--- src/rtl/hazard_stall_ctrl_if.sv ---
// Pipeline-facing bundle for the hazard/stall controller: hazard inputs,
// memory handshake and the enable/bubble/flush/freeze outputs.
interface hazard_stall_ctrl_if #(
  parameter int unsigned CNT_W = 32
);
  logic             start_i;
  logic             IDEX_MemRead_i;
  logic [4:0]       IDEX_Rd_i;
  logic [4:0]       IFID_Rs1_i;
  logic [4:0]       IFID_Rs2_i;
  logic             ID_UsesRs2_i;
  logic             Branch_taken_i;
  logic             EXMEM_MemRead_i;
  logic             EXMEM_MemWrite_i;
  logic             mem_ack_i;
  logic             mem_req_o;
  logic             PCWrite_o;
  logic             IFIDWrite_o;
  logic             NoOp_o;
  logic             Flush_o;
  logic             Freeze_o;
  logic             err_o;
  logic [CNT_W-1:0] stall_cnt_o;
  logic [CNT_W-1:0] flush_cnt_o;

  modport master (
    output start_i, IDEX_MemRead_i, IDEX_Rd_i, IFID_Rs1_i, IFID_Rs2_i,
           ID_UsesRs2_i, Branch_taken_i, EXMEM_MemRead_i, EXMEM_MemWrite_i,
           mem_ack_i,
    input  mem_req_o, PCWrite_o, IFIDWrite_o, NoOp_o, Flush_o, Freeze_o,
           err_o, stall_cnt_o, flush_cnt_o
  );

  modport slave (
    input  start_i, IDEX_MemRead_i, IDEX_Rd_i, IFID_Rs1_i, IFID_Rs2_i,
           ID_UsesRs2_i, Branch_taken_i, EXMEM_MemRead_i, EXMEM_MemWrite_i,
           mem_ack_i,
    output mem_req_o, PCWrite_o, IFIDWrite_o, NoOp_o, Flush_o, Freeze_o,
           err_o, stall_cnt_o, flush_cnt_o
  );
endinterface

--- src/rtl/hazard_stall_ctrl.sv ---
// Sequencing controller for the 5-stage core: load-use stalls, branch flushes,
// multi-cycle data-memory freeze, memory-wait timeout and event counters.
module hazard_stall_ctrl #(
  parameter int unsigned CNT_W   = 32,
  parameter int unsigned TIMEOUT = 64
) (
  input logic clk_i,
  input logic rst_i,
  hazard_stall_ctrl_if.slave bus
);

  typedef enum logic [1:0] {IDLE, RUN, MEM_WAIT} state_t;

  localparam logic [15:0] TIMEOUT_W = 16'(TIMEOUT);

  state_t           state;
  logic [15:0]      waitCnt;
  logic             errQ;
  logic [CNT_W-1:0] stallCnt;
  logic [CNT_W-1:0] flushCnt;

  logic memop;
  logic hazard;

  assign memop  = bus.EXMEM_MemRead_i | bus.EXMEM_MemWrite_i;
  assign hazard = bus.IDEX_MemRead_i && (bus.IDEX_Rd_i != 5'd0) &&
                  ((bus.IDEX_Rd_i == bus.IFID_Rs1_i) ||
                   (bus.ID_UsesRs2_i && (bus.IDEX_Rd_i == bus.IFID_Rs2_i)));

  always_comb begin
    bus.mem_req_o   = 1'b0;
    bus.PCWrite_o   = 1'b0;
    bus.IFIDWrite_o = 1'b0;
    bus.NoOp_o      = 1'b0;
    bus.Flush_o     = 1'b0;
    bus.Freeze_o    = 1'b0;
    case (state)
      IDLE: bus.NoOp_o = 1'b1;
      RUN, MEM_WAIT: begin
        bus.mem_req_o = (state == MEM_WAIT) ? 1'b1 : memop;
        if ((state == MEM_WAIT && !bus.mem_ack_i) || (state == RUN && memop && !bus.mem_ack_i)) begin
          bus.Freeze_o = 1'b1;
        end else if (hazard) begin
          // Hazard wins over a taken branch; the branch resolves again next cycle.
          bus.NoOp_o = 1'b1;
        end else begin
          bus.PCWrite_o   = 1'b1;
          bus.IFIDWrite_o = 1'b1;
          bus.Flush_o     = bus.Branch_taken_i;
        end
      end
      default: bus.NoOp_o = 1'b1;
    endcase
  end

  always_ff @(posedge clk_i or negedge rst_i) begin
    if (!rst_i) begin
      state    <= IDLE;
      waitCnt  <= '0;
      errQ     <= 1'b0;
      stallCnt <= '0;
      flushCnt <= '0;
    end else begin
      case (state)
        IDLE: if (bus.start_i) state <= RUN;
        RUN: begin
          if (memop && !bus.mem_ack_i) begin
            state   <= MEM_WAIT;
            waitCnt <= 16'd1;
            if (TIMEOUT_W == 16'd1) errQ <= 1'b1;
          end
        end
        MEM_WAIT: begin
          if (bus.mem_ack_i) begin
            state   <= RUN;
            waitCnt <= '0;
          end else if (waitCnt != TIMEOUT_W) begin
            waitCnt <= waitCnt + 16'd1;
            if (waitCnt == TIMEOUT_W - 16'd1) errQ <= 1'b1;
          end
        end
        default: state <= IDLE;
      endcase

      if (state != IDLE && !bus.PCWrite_o && stallCnt != '1)
        stallCnt <= stallCnt + CNT_W'(1);
      if (bus.Flush_o && flushCnt != '1)
        flushCnt <= flushCnt + CNT_W'(1);
    end
  end

  assign bus.err_o       = errQ;
  assign bus.stall_cnt_o = stallCnt;
  assign bus.flush_cnt_o = flushCnt;

endmodule

--- src/flat_wrapper.sv ---
// flat-port wrapper written by rule: the top's interface ports become plain ports
module hazard_stall_ctrl_flat 
#(
  parameter int unsigned CNT_W   = 32,
  parameter int unsigned TIMEOUT = 64
)
  (clk_i, rst_i, bus_start_i, bus_IDEX_MemRead_i, bus_IDEX_Rd_i, bus_IFID_Rs1_i, bus_IFID_Rs2_i, bus_ID_UsesRs2_i, bus_Branch_taken_i, bus_EXMEM_MemRead_i, bus_EXMEM_MemWrite_i, bus_mem_ack_i, bus_mem_req_o, bus_PCWrite_o, bus_IFIDWrite_o, bus_NoOp_o, bus_Flush_o, bus_Freeze_o, bus_err_o, bus_stall_cnt_o, bus_flush_cnt_o);
  hazard_stall_ctrl_if #(.CNT_W(CNT_W)) bus_i ();
  input logic clk_i;
  input logic rst_i;
  input wire logic [$bits(bus_i.start_i)-1:0] bus_start_i;
  input wire logic [$bits(bus_i.IDEX_MemRead_i)-1:0] bus_IDEX_MemRead_i;
  input wire logic [$bits(bus_i.IDEX_Rd_i)-1:0] bus_IDEX_Rd_i;
  input wire logic [$bits(bus_i.IFID_Rs1_i)-1:0] bus_IFID_Rs1_i;
  input wire logic [$bits(bus_i.IFID_Rs2_i)-1:0] bus_IFID_Rs2_i;
  input wire logic [$bits(bus_i.ID_UsesRs2_i)-1:0] bus_ID_UsesRs2_i;
  input wire logic [$bits(bus_i.Branch_taken_i)-1:0] bus_Branch_taken_i;
  input wire logic [$bits(bus_i.EXMEM_MemRead_i)-1:0] bus_EXMEM_MemRead_i;
  input wire logic [$bits(bus_i.EXMEM_MemWrite_i)-1:0] bus_EXMEM_MemWrite_i;
  input wire logic [$bits(bus_i.mem_ack_i)-1:0] bus_mem_ack_i;
  output wire logic [$bits(bus_i.mem_req_o)-1:0] bus_mem_req_o;
  output wire logic [$bits(bus_i.PCWrite_o)-1:0] bus_PCWrite_o;
  output wire logic [$bits(bus_i.IFIDWrite_o)-1:0] bus_IFIDWrite_o;
  output wire logic [$bits(bus_i.NoOp_o)-1:0] bus_NoOp_o;
  output wire logic [$bits(bus_i.Flush_o)-1:0] bus_Flush_o;
  output wire logic [$bits(bus_i.Freeze_o)-1:0] bus_Freeze_o;
  output wire logic [$bits(bus_i.err_o)-1:0] bus_err_o;
  output wire logic [$bits(bus_i.stall_cnt_o)-1:0] bus_stall_cnt_o;
  output wire logic [$bits(bus_i.flush_cnt_o)-1:0] bus_flush_cnt_o;
  assign bus_i.start_i = bus_start_i;
  assign bus_i.IDEX_MemRead_i = bus_IDEX_MemRead_i;
  assign bus_i.IDEX_Rd_i = bus_IDEX_Rd_i;
  assign bus_i.IFID_Rs1_i = bus_IFID_Rs1_i;
  assign bus_i.IFID_Rs2_i = bus_IFID_Rs2_i;
  assign bus_i.ID_UsesRs2_i = bus_ID_UsesRs2_i;
  assign bus_i.Branch_taken_i = bus_Branch_taken_i;
  assign bus_i.EXMEM_MemRead_i = bus_EXMEM_MemRead_i;
  assign bus_i.EXMEM_MemWrite_i = bus_EXMEM_MemWrite_i;
  assign bus_i.mem_ack_i = bus_mem_ack_i;
  assign bus_mem_req_o = bus_i.mem_req_o;
  assign bus_PCWrite_o = bus_i.PCWrite_o;
  assign bus_IFIDWrite_o = bus_i.IFIDWrite_o;
  assign bus_NoOp_o = bus_i.NoOp_o;
  assign bus_Flush_o = bus_i.Flush_o;
  assign bus_Freeze_o = bus_i.Freeze_o;
  assign bus_err_o = bus_i.err_o;
  assign bus_stall_cnt_o = bus_i.stall_cnt_o;
  assign bus_flush_cnt_o = bus_i.flush_cnt_o;
  hazard_stall_ctrl #(.CNT_W(CNT_W), .TIMEOUT(TIMEOUT)) u_core (.clk_i(clk_i), .rst_i(rst_i), .bus(bus_i));
endmodule
--- config.mk ---
export PLATFORM = sky130hd
export DESIGN_NAME = hazard_stall_ctrl_flat
export DESIGN_NICKNAME = d
export VERILOG_FILES = /design/src/rtl/hazard_stall_ctrl_if.sv /design/src/rtl/hazard_stall_ctrl.sv /design/src/flat_wrapper.sv
export SDC_FILE = /design/constraint.sdc
export NUM_CORES = 1
export LEC_CHECK = 0
export BUFFER_PORTS_ARGS = -buffer_cell sky130_fd_sc_hd__buf_2
export CAP_MARGIN = 20
export CORE_MARGIN = 2
export CORE_UTILIZATION = 50
export CTS_CLUSTER_SIZE = 10
export DETAILED_ROUTE_END_ITERATION = 10
export GPL_TIMING_DRIVEN = 0
export PLACE_DENSITY_LB_ADDON = 0.15
export SYNTH_ARGS = -nofsm -noshare
export SYNTH_HDL_FRONTEND = slang
export SYNTH_SLANG_ARGS = --single-unit
--- constraint.sdc ---
create_clock -name clk_i -period 3.25 [get_ports clk_i]
set_clock_uncertainty 0.1 [all_clocks]
set_input_delay 0.1625 -clock clk_i [delete_from_list [all_inputs] [get_ports clk_i]]
set_output_delay 0.1625 -clock clk_i [all_outputs]
set_load 0.01 [all_outputs]
==> load_flow_metrics.sql <==
INSERT INTO impl_metrics (metric_group, metric, value, unit) VALUES
('die', 'floorplan.core_area', '8680', 'um2'),
('clock_network', 'post-cts-setup-buffer-count', '0', ''),
('grt', 'antenna_violations_before_repair', '0', ''),
('yosys', 'syn_nets', '489', ''),
('yosys', 'mean_instance_size_in_the_synthesized_netlist', '9.77', 'um2'),
('layout', 'layout.cells.most_common', 'buf_2', ''),
('layout', 'final_cell_mix', '99 x buf_2, 83 x dfrtp_1, 53 x xnor2_1, 40 x nand3_1, 30 x nand2_1', ''),
('grt', 'global_route.overflow_total', '0', ''),
('yosys', 'synth.ff_latch_count', '83', ''),
('detailed_routing', 'final_antenna_net_count', '0', ''),
('timing', 'min_period_over_period', '87.6', '%'),
('yosys', 'yosysSeqAreaShare', '46.5', '%'),
('die', 'std_cell_rows', '34', ''),
('layout', 'finalNetCount', '596', ''),
('die', 'die_h', '98.5', 'um'),
('setup_path', 'critical_path_peak_fanout', '10', ''),
('layout', 'filler_instances', '764', ''),
('layout', 'antenna-diode-count', '0', ''),
('clock_network', 'clock_insertion_delay_worst_skew', '350', 'ps'),
('detailed_routing', 'detailedRoute.firstIterationViolations', '137', ''),
('yosys', 'synth_ff_type', 'dfrtp_1', ''),
('yosys', 'synth.distinct_cells', '43', ''),
('setup_path', 'critPathKind', 'flip-flop to output port', ''),
('grt', 'grt_max_degree', '46', ''),
('yosys', 'async_flop_share', '100', '%'),
('timing', 'finalHoldViolCount', '0', ''),
('yosys', 'ys_warnings', '0', ''),
('power_and_ir_drop', 'totalPowerFinal', '3.16', 'mW'),
('die', 'initial_core_utilization', '51.4', '%'),
('setup_path', 'critical_path_required', '2990', 'ps'),
('detailed_routing', 'detail_route.vias_per_cell', '5.54', ''),
('clock_network', 'cts-root-buf', 'clkbuf_8', ''),
('clock_network', 'cts-htree-levels', '3', ''),
('clock_network', 'cts_tree', 'done', ''),
('clock_network', 'cts.sink_count', '83', ''),
('placed_design', 'place_congestion', '0.840', ''),
('detailed_routing', 'route.detailed.wl_per_inst', '14.8', 'um'),
('die', 'io-pin-count', '95', ''),
('worst_hold_path', 'worst_hold_path.num_cells', '4', ''),
('clock_network', 'post_cts_resize_count', '0', ''),
('timing', 'report.final.setup_viol', '0', ''),
('grt', 'via_count_of_the_first_global_routing_pass', '3542', ''),
('die', 'dieArea', '9700', 'um2'),
('power_and_ir_drop', 'pwr_density_cell', '599', 'nW/um2'),
('worst_hold_path', 'min_path_type', 'input pin to flip-flop', ''),
('power_and_ir_drop', 'power.static_leakage', '2.45', 'nW'),
('clock_network', 'cts_max_path_buffers', '2', ''),
('yosys', 'netlist_instances', '457', ''),
('power_and_ir_drop', 'vdd_drop_max', '0.365', 'mV'),
('detailed_routing', 'drt-total-wl', '10.0', 'mm'),
('timing', 'timing.setup.tns', '0', 'ps'),
('setup_path', 'worstSetupEndpointType', 'output port', ''),
('grt', 'grt_pass1_wl', '16.9', 'mm'),
('layout', 'design_area', '5290', 'um2'),
('setup_path', 'reg2regPathDepth', '9', ''),
('setup_path', 'start_kind', 'flip-flop', ''),
('timing', 'maxSlewViolCount', '0', ''),
('detailed_routing', 'detail_route.drc_violations', '0', ''),
('status', 'run_status', 'finished clean', ''),
('placed_design', 'postPlaceCellArea', '5090', 'um2'),
('timing', 'finalWorstPathRequiredPeriod', '2850', 'ps'),
('placed_design', 'dp_hpwl', '7.33', 'mm'),
('detailed_routing', 'drt-pass1-iter-count', '4', ''),
('timing', 'maxClockFrequency', '351', 'MHz'),
('detailed_routing', 'routed-via-count', '3747', ''),
('layout', 'area_growth', '18.4', '%'),
('placed_design', 'buffer_ports.inserted', '94', ''),
('timing', 'worstMarginPinSlew', '586', 'ps'),
('setup_path', 'worst-endpoint-arrival', '2580', 'ps'),
('timing', 'max_slew_margin', '60.5', '%'),
('clock_network', 'numCtsBuffers', '9', ''),
('yosys', 'synthesis.area', '4460', 'um2'),
('yosys', 'number_of_enable_type_register_cells_in_the_synthesized_netlist', '0', ''),
('layout', 'final_layout_size_suffix_gt1_share', '22.4', '%'),
('flow_run', 'cap_violations', '0', ''),
('grt', 'grt.total_usage', '21.1', '%'),
('timing', 'rsz0062_at_grt', 'no', ''),
('clock_network', 'cts.reportedPaths.clkPinSlew', '80', 'ps'),
('die', 'floorplan_die_width', '98.5', 'um');
## final timing paths
check,end,from,slack [ps]
max,bus_Flush_o,u_core.state[0],400
min,u_core.waitCnt[0],bus_mem_ack_i,90
max reg2reg,u_core.bus.flush_cnt_o[7],u_core.state[0],650
max in group asynchronous,u_core.waitCnt[14],rst_i,2190
min reg2reg,u_core.bus.err_o,u_core.bus.err_o,370
min in group asynchronous,u_core.bus.stall_cnt_o[27],rst_i,240
## sequential cells by signal (all words and copies together) (netlist names)
register                flops
u_core.state                2
u_core.bus.flush_cnt_o     32
u_core.bus.stall_cnt_o     32
u_core.waitCnt             16
u_core.bus.err_o            1
## critical path, cell delays in order, from the launching register on
cell and delay, ps:
dfrtp_1 400, inv_1 80, ha_1 270, nor2b_1 210, a211oi_1 330, nand2_1 100
a21oi_1 370, buf_2 320, buf_2 170
## cells in the mapped netlist, types with 10 or more instances
cell	number	area [um2]
o21ai_0	12	60.1
nand2_1	30	113
nor4_1	20	125
inv_1	21	78.8
nor2_1	29	109
and3_1	10	62.6
nand4_1	24	150
xnor2_1	53	464
and2_1	10	62.6
xor2_1	28	245
nand3_1	40	200
dfrtp_1	83	2080
nor3_1	19	95.1
## cell type report
cell class / count / area [um2] / share of cell area (%)
Buffer: 16 / 86.3 / 1.63
Clock buffer: 11 / 131 / 2.49
Clock inverter: 4 / 52.6 / 0.994
Inverter: 21 / 78.8 / 1.49
Multi-Input combinational cell: 337 / 2220 / 42.0
Sequential cell: 83 / 2080 / 39.3
Tap cell: 108 / 135 / 2.56
Timing Repair Buffer: 96 / 503 / 9.51
## where the power goes
part | internal (mW) | switching, mW
Combinational | 0.424 | 0.698
Clock | 0.352 | 0.369
Sequential | 1.17 | 0.156
Total | 1.94 | 1.22
## cells by family after synthesis
kind of cell               count (synthesis)  synth area share, %
AOI/OAI and AO/OA                         34                 5.19
xor gates and xnor gates                  81                 15.9
adders and majority gates                  8                 2.24
buffers and inverters                     37                 3.70
DFF                                       83                 46.5
muxes                                      3                0.757
and+or+nand+nor                          211                 25.7
## layer usage
metal	routed length, um	track usage (%)
met5	0	0
met4	101	4.43
met3	411	5.04
met2	4840	34.3
met1	4650	29.1
## per-stage QoR
| step | std cells | worst slack [ps] | hold slack [ps] | utilization (%) |
|---|---|---|---|---|
| detailed placement | 660 | 614 | 104 | 58.7 |
| global route | 676 | 122 | 132 | 60.9 |
| global placement | 659 | 661 | 364 | 58.4 |
| CTS | 676 | 345 | 81.4 | 60.9 |
| floorplan | 457 | 886 | -233 | - |
| finish | 676 | 403 | 94.6 | 60.9 |
## timing repair
item / 4_1_cts / 5_1_grt
hold endpoints to repair: 44 / 0
hold buffers: 1 / 0
setup endpoints to repair: 0 / 0
(Power assumes the default switching activity.)
